$ cat src/rtl/alu_operand_stage.sv
// Registered ALU operand stage: RV32 immediate decode, prioritised rs1/rs2 forwarding, operand A/B select.
// Optional trace outputs (TRACE_imm_val, TRACE_fwd_hit) are built when ALU_OPERAND_TRACE_EN is defined.
module alu_operand_stage #(
  parameter int XLEN    = 32,
  parameter int FWD_CH  = 2,
  parameter int RADDR_W = 5
) (
  input  logic                      clk,
  input  logic                      rst,
  input  logic                      DCR_valid,
  output logic                      MUX_ready,
  input  logic                      DCR_flush,
  input  logic [31:0]               DCR_instr,
  input  logic [2:0]                DCR_imm_fmt,
  input  logic                      DCR_imm_sel,
  input  logic [1:0]                DCR_a_sel,
  input  logic [XLEN-1:0]           DCR_pc,
  input  logic [RADDR_W-1:0]        DCR_rs1_addr,
  input  logic [RADDR_W-1:0]        DCR_rs2_addr,
  input  logic [XLEN-1:0]           RAW_rs1_val,
  input  logic [XLEN-1:0]           RAW_rs2_val,
  input  logic [FWD_CH-1:0]         FWD_valid,
  input  logic [FWD_CH*RADDR_W-1:0] FWD_rd_addr,
  input  logic [FWD_CH*XLEN-1:0]    FWD_data,
  input  logic                      EX_ready,
  output logic                      MUX_valid,
  output logic [XLEN-1:0]           MUX_op_a,
  output logic [XLEN-1:0]           MUX_op_b,
  output logic [XLEN-1:0]           MUX_store_val,
  output logic [XLEN-1:0]           MUX_imm
`ifdef ALU_OPERAND_TRACE_EN
  ,
  output logic [XLEN-1:0]           TRACE_imm_val,
  output logic [1:0]                TRACE_fwd_hit
`endif
);

  function automatic logic [XLEN-1:0] imm_decode(input logic [31:0] instr, input logic [2:0] fmt);
    logic signed [31:0] imm32;
    case (fmt)
      3'd0:    imm32 = {{20{instr[31]}}, instr[31:20]};
      3'd1:    imm32 = {{20{instr[31]}}, instr[31:25], instr[11:7]};
      3'd2:    imm32 = {{19{instr[31]}}, instr[31], instr[7], instr[30:25], instr[11:8], 1'b0};
      3'd3:    imm32 = {instr[31:12], 12'b0};
      3'd4:    imm32 = {{11{instr[31]}}, instr[31], instr[19:12], instr[20], instr[30:21], 1'b0};
      default: imm32 = 32'sd0;
    endcase
    return XLEN'(imm32);
  endfunction

  // Result is {hit, value}; scanning down lets the lowest (youngest) channel win.
  function automatic logic [XLEN:0] fwd_resolve(
    input logic [RADDR_W-1:0]        src,
    input logic [XLEN-1:0]           raw,
    input logic [FWD_CH-1:0]         fv,
    input logic [FWD_CH*RADDR_W-1:0] frd,
    input logic [FWD_CH*XLEN-1:0]    fdata
  );
    logic [XLEN:0] res;
    res = {1'b0, raw};
    for (int i = FWD_CH - 1; i >= 0; i--) begin
      res = (fv[i] && (frd[i*RADDR_W +: RADDR_W] == src) && (src != {RADDR_W{1'b0}}))
            ? {1'b1, fdata[i*XLEN +: XLEN]} : res;
    end
    return res;
  endfunction

  logic                 valid_q, valid_d;
  logic [XLEN-1:0]      op_a_q, op_a_d;
  logic [XLEN-1:0]      op_b_q, op_b_d;
  logic [XLEN-1:0]      store_q, store_d;
  logic [XLEN-1:0]      imm_q, imm_d;
  logic [1:0]           hit_q, hit_d;
  logic [XLEN:0]        rs1_fwd_s, rs2_fwd_s;
  logic [XLEN-1:0]      imm_s, op_a_s, op_b_s;
  logic                 accept_s;
  logic                 unused_opcode_s;

  assign unused_opcode_s = ^DCR_instr[6:0];
  assign MUX_ready       = ~valid_q | EX_ready;
  assign accept_s        = DCR_valid & MUX_ready & ~DCR_flush;

  // Operand resolution for the incoming request
  always_comb begin
    rs1_fwd_s = fwd_resolve(DCR_rs1_addr, RAW_rs1_val, FWD_valid, FWD_rd_addr, FWD_data);
    rs2_fwd_s = fwd_resolve(DCR_rs2_addr, RAW_rs2_val, FWD_valid, FWD_rd_addr, FWD_data);
    imm_s     = imm_decode(DCR_instr, DCR_imm_fmt);
    case (DCR_a_sel)
      2'd1:    op_a_s = DCR_pc;
      2'd2:    op_a_s = {XLEN{1'b0}};
      default: op_a_s = rs1_fwd_s[XLEN-1:0];
    endcase
    if (DCR_imm_sel) begin
      op_b_s = imm_s;
    end else begin
      op_b_s = rs2_fwd_s[XLEN-1:0];
    end
  end

  // Pipeline register next state: flush beats accept, accept beats drain
  always_comb begin
    valid_d = valid_q;
    op_a_d  = op_a_q;
    op_b_d  = op_b_q;
    store_d = store_q;
    imm_d   = imm_q;
    hit_d   = hit_q;
    if (DCR_flush) begin
      valid_d = 1'b0;
    end else if (accept_s) begin
      valid_d = 1'b1;
      op_a_d  = op_a_s;
      op_b_d  = op_b_s;
      store_d = rs2_fwd_s[XLEN-1:0];
      imm_d   = imm_s;
      hit_d   = {rs2_fwd_s[XLEN], rs1_fwd_s[XLEN]};
    end else if (valid_q && EX_ready) begin
      valid_d = 1'b0;
    end else begin
      valid_d = valid_q;
    end
  end

  // Pipeline register state
  always_ff @(posedge clk or posedge rst) begin
    if (rst) begin
      valid_q <= 1'b0;
      op_a_q  <= {XLEN{1'b0}};
      op_b_q  <= {XLEN{1'b0}};
      store_q <= {XLEN{1'b0}};
      imm_q   <= {XLEN{1'b0}};
      hit_q   <= 2'b00;
    end else begin
      valid_q <= valid_d;
      op_a_q  <= op_a_d;
      op_b_q  <= op_b_d;
      store_q <= store_d;
      imm_q   <= imm_d;
      hit_q   <= hit_d;
    end
  end

  assign MUX_valid     = valid_q;
  assign MUX_op_a      = op_a_q;
  assign MUX_op_b      = op_b_q;
  assign MUX_store_val = store_q;
  assign MUX_imm       = imm_q;

`ifdef ALU_OPERAND_TRACE_EN
  assign TRACE_imm_val = imm_q;
  assign TRACE_fwd_hit = hit_q;
`else
  logic unused_hit_s;
  assign unused_hit_s = ^hit_q;
`endif

endmodule

$ cat config.mk
export PLATFORM = sky130hd
export DESIGN_NAME = alu_operand_stage
export DESIGN_NICKNAME = d
export VERILOG_FILES = /design/src/rtl/alu_operand_stage.sv
export SDC_FILE = /design/constraint.sdc
export NUM_CORES = 1
export LEC_CHECK = 0
export ABC_CLOCK_PERIOD_IN_PS = 9900
export CORE_MARGIN = 5
export CORE_UTILIZATION = 40
export CTS_BUF_LIST = sky130_fd_sc_hd__clkbuf_16
export DETAILED_ROUTE_END_ITERATION = 16
export GPL_TIMING_DRIVEN = 0
export PLACE_DENSITY = 0.81
export RECOVER_POWER = 100
export REMOVE_ABC_BUFFERS = 1
export SYNTH_ARGS = -nofsm -noshare
export SYNTH_HDL_FRONTEND = slang
export SYNTH_SLANG_ARGS = --single-unit
$ cat constraint.sdc
create_clock -name clk -period 9.9 [get_ports clk]
set_input_delay 2.475 -clock clk [delete_from_list [all_inputs] [get_ports clk]]
set_output_delay 2.475 -clock clk [all_outputs]
set_load 0.01 [all_outputs]
==> results_dict.tcl <==
set metrics [dict create \
    status "complete, but fails checks" \
    failed_checks "capacitance limit, slew limit" \
    path_delay_family "simple AND/OR/NAND/NOR gates" \
    crit_fanout 83 \
    track_usage_pct 27.28 \
    overflow 0 \
    cts_setup_buffers 0 \
    grt_use_met1_pct 30.86 \
    r2r_start "MUX_valid" \
    grt_start_max_net_pins 84 \
    die_h_um 144.7 \
    final_area_sq_mm 0.01155 \
    avgSynthCellArea_sq_um 9.658 \
    synth_edf_count 0 \
    first_global_vias 7704 \
    rsz0062_at_grt "false" \
    synth_cell_type_count 45 \
    io_buffers 347 \
    slew_headroom_pct -85.78 \
    use_met3_pct 9.169 \
    fin_util_pct 64.50 \
    drtIter0Drc 518 \
    final_cell_mix "clkdlybuf4s50_1 (214), dlygate4sd3_1 (133), dfrtp_1 (129)" \
    avgRoutedWirePerCell_um 22.48 \
    critPathRequiredTime_ns 10.22 \
    syn_area_sq_mm 0.007253 \
    start_util_pct 40.52 \
    cts_buffer_depth 2 \
    clock_latency_ns 0.42 \
    cp_slowest_stage_delay_ns 1.41 \
    cp_slowest_cell "nand2_1" \
    firstDrtPassIters 5 \
    coreArea_sq_mm 0.01790 \
    synth_top_area_cell "dfrtp_1" \
    critPathLaunch "DCR_valid" \
    hp-class "flip-flop to flip-flop" \
    dp_hpwl_um 22110 \
    antenna_found_initial 0 \
    drc 0 \
    cts-resized-gates 0 \
    drt_wl_total_um 29350 \
    hold_ws_ns 0.4739 \
    rows 49 \
    synthCells 751 \
    ir_worst_vdd_mv 0.1179 \
    ys.warnings.count 0 \
    worst-path-buf-inv 4 \
    final_common_cell "clkdlybuf4s50_1" \
    clkSlewWorstSetupHoldPaths_ns 0.06 \
    min_from "MUX_imm[22]" \
    ant_nets 0 \
    vias 7452 \
    tritoncts "built" \
    syn2layout_area_growth_pct 59.19 \
    period_needed_ns 7.481 \
    endpoint_kind "flip-flop" \
    synth_top_area_share_pct 44.51 \
    fp.dieW_um 144.7 \
    final_layout_size_suffix_gt1_share_pct 7.985 \
    skew_ns 0.007822 \
    ios 355 \
    final-hold-violation-count 0 \
    arrival_ns 7.80 \
    fmax_ghz 0.1337 \
    leakage_nw 4.837 \
    ctsHtreeMaxLevel 4 \
    finalNetCount 1291 \
    cts-root-buf "clkbuf_16" \
    crit_path_start_kind "primary input" \
    slew_viol_final 167 \
    ys_seq_area_share_pct 44.51 \
    place_area_sq_mm 0.01097 \
    setup_violations 0 \
    crit_chain "dlygate4sd3_1 > nor2b_1 > nand2_1 > buf_16 > nor4_1 > clkbuf_1 > buf_4 > a221oi_1 > o21ai_0" \
    cts_sinks 129 \
    ys_top_cells_by_area "dfrtp_1 (45%), mux2_4 (6.2%), nor2_1 (4.5%), a221o_1 (4.4%), mux2i_1 (4.4%)" \
    period_share_pct 75.56 \
    finalSetupTns_ns 0 \
    ys_ff_latch 129 \
    grt_pass1_wl_um 43150 \
    routed_via_density 5.706 \
    worst_pin_slew_ns 2.772 \
    power.density_mw_per_mm2 157.2 \
    numCtsBuffers 17 \
    diodes 0 \
    maxCapViolations 4 \
    top_usage_layer "met2" \
    synth_ff_type "dfrtp_1" \
    p_total_w 0.001815 \
    postCtsHoldBufs 0 \
    path_class "primary input to flip-flop" \
    dieArea_sq_mm 0.02093 \
    async_flop_share_pct 100.0 \
    place.gp.congestion 0.8339 \
    grtUsageMet2_pct 46.67 \
]
==> state kept, by name, summed over array words and instances (netlist names) <==
register       cells
MUX_imm           32
MUX_op_a          32
MUX_op_b          32
MUX_store_val     32
MUX_valid          1
==> Yosys cell counts, drive strengths merged (14+ instances only) <==
library cell,number
clkbuf,47
mux2,32
a32oi,15
a221oi,19
a21oi,49
dfrtp,129
nand2,83
xnor2,15
o221ai,32
mux2i,32
inv,37
a221o,32
o211ai,14
nor2,87
o21ai,44
buf,18
==> stage by stage <==
stage	std cells	setup slack (ns)
final	1306	2.419
after global routing	1306	2.019
after CTS	1306	3.645
after detailed placement	1275	3.651
after global placement	1262	-2.752
after floorplan	686	1.899
==> worst register-to-register path, cell delays in order, from the launching register on <==
cell	delay, ns
dfrtp_1	0.38
nand2b_1	0.16
nand2_1	1.39
buf_16	0.76
nor4_1	1.28
clkbuf_1	0.50
buf_4	0.30
a221oi_1	0.10
o21ai_0	0.17
==> routing by layer <==
layer / routed length, um / part of all wire, % / vias up
met4: 1100 / 3.7 / 0
li1: - / - / 3398
met1: 10600 / 36 / 3569
met2: 14350 / 49 / 409
met3: 3302 / 11 / 76
met5: 0 / 0 / -
==> power breakdown <==
group          switching [W]  leakage (nW)  internal [W]
registers          0.0000439          1.60      0.000611
logic               0.000238          2.95      0.000283
clock network       0.000245         0.283      0.000394
total               0.000528          4.84       0.00129
==> layout make-up <==
cell class,count,area [sq um]
Clock inverter,14,166.4
Inverter,37,140.1
Tap cell,229,286.5
Multi-Input combinational cell,520,3606
Clock buffer,17,425.4
Sequential cell,129,3228
Fill cell,1498,6356
Timing Repair Buffer,360,3694
==> kinds of logic after synthesis <==
| group | count (synthesis) | share of synthesized area, % |
|---|---|---|
| fa+ha+maj | 1 | 0.1725 |
| compound gates | 236 | 24.19 |
| flops | 129 | 44.51 |
| buf+inv | 102 | 6.279 |
| simple gates | 201 | 11.75 |
| mux | 64 | 10.94 |
| xor+xnor | 18 | 2.174 |
==> worst paths after layout <==
kind                                endpoint  slack (ns)  cells after the start
max                             MUX_op_b[11]        2.42                      9
min                              MUX_imm[22]        0.47                      2
max reg2reg                     MUX_op_b[11]        4.77                      8
min reg2reg                      MUX_imm[22]        0.47                      2
max in group asynchronous        MUX_imm[31]        5.33                      2
min in group asynchronous  MUX_store_val[18]        3.30                      2
Power figures use the tool's default switching activity.
